--- src/rtl/ctr_run_pkg.sv ---
// ctr_run_pkg: shared state encoding and io pin map for the run controller
package ctr_run_pkg;

    typedef enum logic [1:0] {
        IDLE = 2'd0,
        RUN  = 2'd1,
        DONE = 2'd2
    } state_e;

    localparam int PIN_START  = 0;
    localparam int PIN_ABORT  = 1;
    localparam int PIN_MODE   = 2;
    localparam int PIN_TICK   = 3;
    localparam int PIN_TC_LSB = 4;

    localparam int BIT_BUSY = 12;
    localparam int BIT_DONE = 13;
    localparam int BIT_WRAP = 14;
    localparam int BIT_IGN  = 15;

    localparam int CNT_BITS = 12;

endpackage

--- src/rtl/ctr_run_ctrl_core.sv ---
// ctr_core: W-bit counter with clear/load/enable and a look-ahead terminal compare
module ctr_core #(
    parameter int W = 12
) (
    input  logic         clk,
    input  logic         rst_n,
    input  logic         clr_i,
    input  logic         en_i,
    input  logic         load_i,
    input  logic [W-1:0] load_val_i,
    input  logic [W-1:0] tc_i,
    output logic [W-1:0] count_o,
    output logic         eq_next_o
);

    logic [W-1:0] count_q, count_d, count_inc;

    always_comb begin
        count_inc = count_q + W'(1);
        count_d   = clr_i ? '0 : load_i ? load_val_i : en_i ? count_inc : count_q;
    end

    always_ff @(posedge clk or negedge rst_n) begin
        if (!rst_n) count_q <= '0;
        else        count_q <= count_d;
    end

    assign count_o   = count_q;
    assign eq_next_o = (count_inc == tc_i);

endmodule

--- src/rtl/ctr_run_ctrl.sv ---
// ctr_run_ctrl: sequences the user counter from synchronized io pins (one-shot or auto-reload)
// and reports count, busy, done, wrapped and start_ignored on io_out.
module ctr_run_ctrl
    import ctr_run_pkg::*;
#(
    parameter int W           = 12,
    parameter int SYNC_STAGES = 2
) (
    input  logic        clk,
    input  logic        rst_n,
    input  logic [15:0] io_in,
    output logic [15:0] io_out,
    output logic [15:0] io_oeb
);

    if (W > CNT_BITS || W < 1 || SYNC_STAGES < 2) begin : g_bad_param
        $error("ctr_run_ctrl: W must be 1..12 and SYNC_STAGES >= 2");
    end

    logic [SYNC_STAGES-1:0][3:0] sync_q;
    logic [3:0]   sync_s;
    logic         start_d_q;
    logic         start_s, abort_s, mode_s, tick_s, start_evt;
    logic [W-1:0] tc_in, tc_q, tc_d, count;
    logic         eq_next;
    logic         wrap_q, wrap_d, ign_q, ign_d;
    logic         busy, done, launch, term_tick, clr, load, en;
    state_e       state_q, state_d;

    always_ff @(posedge clk or negedge rst_n) begin
        if (!rst_n) begin
            sync_q    <= '0;
            start_d_q <= 1'b0;
        end else begin
            sync_q    <= {sync_q[SYNC_STAGES-2:0], io_in[3:0]};
            start_d_q <= start_s;
        end
    end

    always_comb begin
        sync_s    = sync_q[SYNC_STAGES-1];
        start_s   = sync_s[PIN_START];
        abort_s   = sync_s[PIN_ABORT];
        mode_s    = sync_s[PIN_MODE];
        tick_s    = sync_s[PIN_TICK];
        start_evt = start_s & ~start_d_q;
        tc_in     = io_in[PIN_TC_LSB +: W];
    end

    always_ff @(posedge clk or negedge rst_n) begin
        if (!rst_n) state_q <= IDLE;
        else        state_q <= state_d;
    end

    // abort beats start, start beats tick; a zero terminal count finishes immediately
    always_comb begin
        state_d = abort_s ? IDLE :
                  launch ? ((tc_in == '0) ? DONE : RUN) :
                  (term_tick && !mode_s) ? DONE : state_q;
    end

    always_comb begin
        busy      = (state_q == RUN);
        done      = (state_q == DONE);
        launch    = start_evt && !busy;
        term_tick = busy && tick_s && eq_next;
        clr       = abort_s || launch || (term_tick && mode_s);
        load      = term_tick && !mode_s;
        en        = busy && tick_s;
    end

    always_comb begin
        tc_d   = (!abort_s && launch) ? tc_in : tc_q;
        wrap_d = (abort_s || launch) ? 1'b0 : (term_tick && mode_s) ? 1'b1 : wrap_q;
        ign_d  = abort_s ? 1'b0 : (busy && start_evt) ? 1'b1 : ign_q;
    end

    always_ff @(posedge clk or negedge rst_n) begin
        if (!rst_n) begin
            tc_q   <= '0;
            wrap_q <= 1'b0;
            ign_q  <= 1'b0;
        end else begin
            tc_q   <= tc_d;
            wrap_q <= wrap_d;
            ign_q  <= ign_d;
        end
    end

    ctr_core #(.W(W)) u_core (
        .clk       (clk),
        .rst_n     (rst_n),
        .clr_i     (clr),
        .en_i      (en),
        .load_i    (load),
        .load_val_i(tc_q),
        .tc_i      (tc_q),
        .count_o   (count),
        .eq_next_o (eq_next)
    );

    always_comb begin
        io_out           = '0;
        io_out[CNT_BITS-1:0] = CNT_BITS'(count);
        io_out[BIT_BUSY] = busy;
        io_out[BIT_DONE] = done;
        io_out[BIT_WRAP] = wrap_q;
        io_out[BIT_IGN]  = ign_q;
        io_oeb           = 16'hFFFF;
    end

endmodule

--- config.mk ---
export PLATFORM = sky130hd
export DESIGN_NAME = ctr_run_ctrl
export DESIGN_NICKNAME = d
export VERILOG_FILES = /design/src/rtl/ctr_run_pkg.sv /design/src/rtl/ctr_run_ctrl_core.sv /design/src/rtl/ctr_run_ctrl.sv
export SDC_FILE = /design/constraint.sdc
export NUM_CORES = 1
export LEC_CHECK = 0
export ABC_AREA = 1
export CORE_ASPECT_RATIO = 1.1
export CORE_MARGIN = 3
export CORE_UTILIZATION = 55
export CTS_BUF_LIST = sky130_fd_sc_hd__clkbuf_8 sky130_fd_sc_hd__clkbuf_16
export DETAILED_ROUTE_END_ITERATION = 16
export PLACE_DENSITY = 0.86
export SYNTH_ARGS = -nofsm -noshare
export SYNTH_HDL_FRONTEND = slang
export SYNTH_HIERARCHICAL = 1
export SYNTH_SLANG_ARGS = --single-unit
--- constraint.sdc ---
create_clock -name clk -period 6 [get_ports clk]
set_clock_uncertainty 0.2 [all_clocks]
set_input_delay 0.6 -clock clk [delete_from_list [all_inputs] [get_ports clk]]
set_output_delay 0.6 -clock clk [all_outputs]
set_load 0.1 [all_outputs]
Yosys cells after proc, flatten, opt, wreduce, memory -nomap -nowiden. Index checks and enable logic that the tools add are counted.

Bits in registers: 37. Input port bits: 18. Word-level logic and storage cells: 42.

Multiplexer cells: 11. Equality and inequality tests: 3. Reductions and logical operators: 17. Bitwise operators: 2. Add/subtract/negate cells: 1.

Operators by type and width (number): 12-bit two-way mux (3); 12-bit by 1-bit adder with 12-bit output (second input constant) (1); 12-bit equality test (1); 12-bit logical NOT (1); 2-bit two-way mux (4); 1-bit logical AND (7); 3-bit nonzero test (2); 1-bit two-way mux (4); 2-bit nonzero test (2); 1-bit logical NOT (3); 2-bit by 1-bit equality test with 1-bit output (second input constant) (1); 2-bit equality test (second input constant) (1); 1-bit logical OR (2); 1-bit AND (1); 1-bit inverter (1).

Longest topological paths before layout.
Depth in word-level cells: 7. Mapped depth: 20. Gate-level depth less buffers: 20.

Modules after synthesis. The synthesis kept the hierarchy.

Modules (own cells, without submodules): ctr_run_ctrl (times used 1, cells an instance 124, area each 1194.9 sq um, seq. area each 625.6 sq um); ctr_core (times used 1, cells an instance 177, area each 1089.8 sq um, seq. area each 300.3 sq um).

Least setup slack after synthesis. No wires, ideal clock.

Path type: register to register. Start point: reg u_core.count_q[0] (netlist: u_core/count_o[0]). End point: reg u_core.count_q[5] (netlist: u_core/count_o[5]). Arrival time: 3.060 ns. Slack: 2.656 ns. Path buffers: 0. Stages on the path, launching flop included: 20. Library setup time: 0.083 ns. Clock period less this slack: 3.344 ns. Data required time: 5.717 ns. Path through: dfrtp_1 -> ha_1 -> nand2_1 -> nor2_1 -> nand2_1 -> nand2_1 -> nand2_1 -> nand2_1 -> nand3_1 -> nor2_1 -> nand2_1 -> nor2_1 -> nand4_2 -> inv_1 -> inv_1 -> nand2_2 -> nand2_1 -> inv_1 -> o21ai_0 -> o22ai_1.

Longest elaborated chain between the ends: 6. Elaborated cells between the ends (all ways): 10. Classes of those cells: add/sub (1); eq/ne (1); mux (3); reduce/logical (5).

Ends and longest elaborated chain: start: declaration (RTL line ctr_run_ctrl_core.sv:16) `logic [W-1:0] count_q, count_d, count_inc;`; start signal: assignment (RTL line ctr_run_ctrl_core.sv:25) `else count_q <= count_d;`; 12-bit by 1-bit adder with 12-bit output (*) (RTL line ctr_run_ctrl_core.sv:19) `count_inc = count_q + W'(1);`; 12-bit equality test (*) (RTL line ctr_run_ctrl_core.sv:29) `assign eq_next_o = (count_inc == tc_i);`; via eq_next (RTL line ctr_run_ctrl.sv:25) `logic eq_next;`; 1-bit logical AND (*) (RTL line ctr_run_ctrl.sv:66) `term_tick = busy && tick_s && eq_next;`; 1-bit logical AND (*) (RTL line ctr_run_ctrl.sv:68) `load = term_tick && !mode_s;`; via load (RTL line ctr_run_ctrl.sv:27) `logic busy, done, launch, term_tick, clr, load, en;`; 12-bit two-way mux (2 in series) (RTL line ctr_run_ctrl_core.sv:20) `count_d = clr_i ? '0 : load_i ? load_val_i : en_i ? count_inc : count_q;`.

Mark *: on every way through the listed nets, which the timed path passes. The rest lies on a longest branch. The select of a mux whose other input is x is not followed. A chain may end at the register's enable or synchronous reset.

Worst setup path in the final report.
Start point: reg u_core.count_q[0] (netlist: u_core/count_o[0]). End point: reg u_core.count_q[2] (netlist: u_core/count_o[2]).

Same word-level chain as after synthesis.

==> impl_results.html <==
<table>
<tr><th>Metric</th><th>Value</th></tr>
<tr><th colspan="2">Critical path</th></tr>
<tr><td>Critical path's slowest cell</td><td>sky130_fd_sc_hd__dfrtp_1</td></tr>
<tr><td>Sort of element at the end of the critical path</td><td>register</td></tr>
<tr><td>Peak fanout along the critical path</td><td>15</td></tr>
<tr><td>Type of element launching the critical path</td><td>register</td></tr>
<tr><td>Delay contributed by the slowest stage of the critical path</td><td>about 470 ps</td></tr>
<tr><td>Crit Path Class</td><td>reg -&gt; reg</td></tr>
<tr><td>Cell Chain, Critical Path</td><td>ha_1 &gt; nand2_1 &gt; inv_1 &gt; nor2_1 &gt; nand2_1 &gt; a21oi_1 &gt; nand3_1 &gt; nor2_1 &gt; nand2_1 &gt; nor2_1 &gt; nand4_2 &gt; inv_1 &gt; inv_1 &gt; nand2_2 &gt; nand2_1 &gt; inv_1 &gt; o21ai_0 &gt; o21ai_0</td></tr>
<tr><td>WP data required</td><td>roughly 6000 ps</td></tr>
<tr><td>Signal arrival time at the worst endpoint</td><td>between 3000 and 4000 ps</td></tr>
<tr><th colspan="2">Clock tree</th></tr>
<tr><td>Number of setup buffers added after CTS</td><td>0</td></tr>
<tr><td>Clock tree buffer depth</td><td>2</td></tr>
<tr><td>Cts bufs inserted</td><td>5</td></tr>
<tr><td>Cts hold-fix bufs</td><td>0</td></tr>
<tr><td>Number of clock sinks</td><td>37</td></tr>
<tr><td>Clock latency on the worst-skew pair</td><td>290 ps</td></tr>
<tr><td>CTS tree</td><td>built</td></tr>
<tr><td>Clock-pin slew on the worst setup and hold paths</td><td>roughly 80 ps</td></tr>
<tr><td>H-tree levels</td><td>2</td></tr>
<tr><td>Clock tree root buffer cell</td><td>sky130_fd_sc_hd__clkbuf_8</td></tr>
<tr><td>Gates resized, CTS repair</td><td>0</td></tr>
<tr><th colspan="2">Synthesis</th></tr>
<tr><td>Most instantiated flip-flop cell in the synthesis netlist</td><td>sky130_fd_sc_hd__dfrtp_1</td></tr>
<tr><td>Share of synthesized area occupied by flip-flops and latches</td><td>approximately two fifths</td></tr>
<tr><td>Mean Syn Cell Area</td><td>between 7 and 8 µm²</td></tr>
<tr><td>Count of flip-flops with a built-in enable after synthesis</td><td>0</td></tr>
<tr><td>Warnings, synthesis</td><td>6</td></tr>
<tr><td>Portion of synthesized cell area occupied by the leading cell type</td><td>between 40% and 50%</td></tr>
<tr><td>Most frequent cells after synthesis</td><td>sky130_fd_sc_hd__nand2_1 (79), sky130_fd_sc_hd__dfrtp_1 (37), sky130_fd_sc_hd__inv_1 (30)</td></tr>
<tr><td>Post-Synthesis Cells</td><td>roughly 300</td></tr>
<tr><td>Cell area after technology mapping</td><td>approximately 2300 µm²</td></tr>
<tr><td>Fraction of registers with async set/reset</td><td>between 90% and 100%</td></tr>
<tr><td>Synth cell types</td><td>32</td></tr>
<tr><td>Dominant cells by area after synthesis</td><td>sky130_fd_sc_hd__dfrtp_1 (41%), sky130_fd_sc_hd__nand2_1 (13%), sky130_fd_sc_hd__buf_4 (6.9%)</td></tr>
<tr><td>Register bit count reported by yosys</td><td>37</td></tr>
<tr><td>Dominant cell type by area after synthesis</td><td>sky130_fd_sc_hd__dfrtp_1</td></tr>
<tr><td>Library cell with the highest instance count after synthesis</td><td>sky130_fd_sc_hd__nand2_1</td></tr>
<tr><th colspan="2">Floorplanning</th></tr>
<tr><td>Die area</td><td>between 4000 and 5000 µm²</td></tr>
<tr><td>Die height</td><td>about 74 µm</td></tr>
<tr><td>Number of core rows</td><td>23</td></tr>
<tr><td>X dimension of the die</td><td>between 60 and 70 µm</td></tr>
<tr><td>Boundary pin count</td><td>50</td></tr>
<tr><td>Core outline area</td><td>~3800 µm²</td></tr>
<tr><td>Initial Util</td><td>between 50% and 60%</td></tr>
<tr><th colspan="2">Global routing</th></tr>
<tr><td>Total routing resource utilization after global routing</td><td>between 20% and 30%</td></tr>
<tr><td>Number of antenna violations at the first check in global routing</td><td>0</td></tr>
<tr><td>Total gr overflow</td><td>0</td></tr>
<tr><td>Maximum number of pins on one net before global-route repair</td><td>38</td></tr>
<tr><td>Global-route wire length before repair</td><td>8050 µm</td></tr>
<tr><td>Number of global-route vias before repair</td><td>~1900</td></tr>
<tr><th colspan="2">Power and ir drop</th></tr>
<tr><td>Overall power consumption</td><td>0.694 mW</td></tr>
<tr><td>Power density over the cells</td><td>261 nW/µm²</td></tr>
<tr><td>Peak VDD IR</td><td>0.181 mV</td></tr>
<tr><td>Static Leak</td><td>between 1 and 1.5 nW</td></tr>
<tr><th colspan="2">Placed design</th></tr>
<tr><td>Final weighted congestion of routability-driven global placement</td><td>a little under 1</td></tr>
<tr><td>Port Buf Inserts</td><td>33</td></tr>
<tr><td>Placed wire-length estimate after detailed placement</td><td>approximately 3700 µm</td></tr>
<tr><th colspan="2">Final layout</th></tr>
<tr><td>Core Util, Final</td><td>69.5%</td></tr>
<tr><td>Final #Nets</td><td>between 300 and 400</td></tr>
<tr><td>Layout cell share with drive strength beyond 1</td><td>8.43%</td></tr>
<tr><td>Area overhead of the layout relative to synthesis</td><td>16.4%</td></tr>
<tr><td>Fill cell total of the finished layout</td><td>about 340</td></tr>
<tr><td>Count of antenna diodes in the layout</td><td>0</td></tr>
<tr><th colspan="2">STA</th></tr>
<tr><td>Total Neg Setup Slack</td><td>0 ps</td></tr>
<tr><td>RSZ-0062 raised after global routing</td><td>no</td></tr>
<tr><td>Number of setup violations in the final report</td><td>0</td></tr>
<tr><td>Shortest period the worst path allows</td><td>between 3000 and 4000 ps</td></tr>
<tr><td>Max-slew violation count</td><td>0</td></tr>
<tr><td>Final critical-path share of the clock period</td><td>between 60% and 70%</td></tr>
<tr><td>Worst max-slew margin expressed relative to the limit</td><td>about a third</td></tr>
<tr><td>Highest Clock Rate</td><td>roughly 270 MHz</td></tr>
<tr><td>Final count of hold timing violations</td><td>0</td></tr>
<tr><td>Worst-margin pin slew</td><td>approximately 1000 ps</td></tr>
<tr><th colspan="2">Routing</th></tr>
<tr><td>Number of DRC violations after detailed routing</td><td>0</td></tr>
<tr><td>Initial DRT Pass Iterations</td><td>5</td></tr>
<tr><td>Total routed wirelength</td><td>4940 µm</td></tr>
<tr><td>Iter 0 DRT Violations</td><td>~190</td></tr>
<tr><td>Post-detailed-route wirelength per cell</td><td>roughly 13 µm</td></tr>
<tr><td>Via count</td><td>around 2000</td></tr>
<tr><td>Antenna viol nets, final</td><td>0</td></tr>
<tr><td>Detail-routed via count per cell</td><td>5.31</td></tr>
<tr><th colspan="2">Job</th></tr>
<tr><td>Maximum Capacitance Violations</td><td>0</td></tr>
<tr><th colspan="2">Run status</th></tr>
<tr><td>Result of the run</td><td>completed</td></tr>
<tr><th colspan="2">Worst hold path</th></tr>
<tr><td>Hold Path Class</td><td>reg -&gt; reg</td></tr>
</table>
==> per-layer routing <==
layer,share of wire [%],wire (µm),vias to the layer above,track usage [%]
met4,1.7,86,0,9.23
met2,49,2420,90,35.3
met1,42,2060,941,26.7
met3,7.5,372,8,5.96
met5,0,0,-,0
li1,-,-,989,-
==> flip-flops by register name, indices dropped and copies added, names as in the netlist <==
name            count
tc_q               12
u_core/count_o     12
sync_q              4
sync_s              4
state_q             2
ign_q               1
start_d_q           1
wrap_q              1
==> critical path, delay by kind of cell (launching register included) <==
family,cells,cell delay [ps]
simple gates,10,1270
buf+inv,4,950
flops,1,470
compound gates,3,460
fa+ha+maj,1,290
==> layout by cell type, fill, tap and decap left out, types with 2 or more instances in the layout <==
master / n
sky130_fd_sc_hd__a21oi_1: 7
sky130_fd_sc_hd__clkbuf_8: 5
sky130_fd_sc_hd__clkdlybuf4s50_1: 33
sky130_fd_sc_hd__conb_1: 16
sky130_fd_sc_hd__dfrtp_1: 37
sky130_fd_sc_hd__ha_1: 2
sky130_fd_sc_hd__inv_1: 30
sky130_fd_sc_hd__nand2_1: 79
sky130_fd_sc_hd__nand2_2: 6
sky130_fd_sc_hd__nand2_4: 2
sky130_fd_sc_hd__nand3_1: 25
sky130_fd_sc_hd__nand3b_1: 2
sky130_fd_sc_hd__nand4_1: 3
sky130_fd_sc_hd__nor2_1: 28
sky130_fd_sc_hd__nor2_2: 3
sky130_fd_sc_hd__nor2_8: 2
sky130_fd_sc_hd__o21ai_0: 21
sky130_fd_sc_hd__o21ai_1: 6
sky130_fd_sc_hd__o22ai_1: 9
sky130_fd_sc_hd__or2_2: 2
sky130_fd_sc_hd__xor2_1: 2
==> final timing paths <==
check,slack [ps],startpoint,cells past startpoint,to
setup / recovery,2250,u_core/count_o[0],18,u_core/count_o[2]
hold / removal,150,sync_q[3],0,sync_s[3]
setup reg to reg,2250,u_core/count_o[0],18,u_core/count_o[2]
hold reg to reg,150,sync_q[3],0,sync_s[3]
max in group asynchronous,4750,rst_n,2,sync_q[0]
min in group asynchronous,530,rst_n,2,u_core/count_o[4]
==> where the power goes <==
part	total [mW]	switching (mW)	internal (mW)
sequential	0.303	0.0299	0.273
combinational	0.174	0.125	0.0495
clock	0.217	0.0931	0.124
==> kinds of logic (layout without fill, tap and decap cells) <==
logic type      Yosys count  in the layout  share of synthesized area [%]
simple gates            154            154                           31.3
buf+inv                  57             73                           13.7
compound gates           45             45                           10.6
flops                    37             37                           40.5
xor+xnor                  4              4                           2.14
fa+ha+maj                 2              2                           1.10
other cells               1             16                          0.164
mux                       1              1                          0.438
==> layout make-up <==
type                            instances  area [µm²]  share of cell area, %
Multi-Input combinational cell        222        1100                   41.4
Sequential cell                        37         926                   34.8
Timing Repair Buffer                   34         338                   12.7
Inverter                               31         116                   4.37
Clock buffer                            5        68.8                   2.59
Tap cell                               50        62.6                   2.35
Clock inverter                          3        46.3                   1.74
==> metrics by stage <==
step | setup slack (ps) | area, µm² | hold WS (ps) | instances
after global routing | 1800 | 2660 | 160 | 382
after CTS | 2370 | 2660 | 153 | 382
after detailed placement | 2420 | 2540 | 135 | 374
final | 2250 | 2660 | 152 | 382
after global placement | 2540 | 2540 | 132 | 374
after floorplan | 2660 | 2340 | 104 | 316
Note: power is estimated with default switching activity, not from simulation.
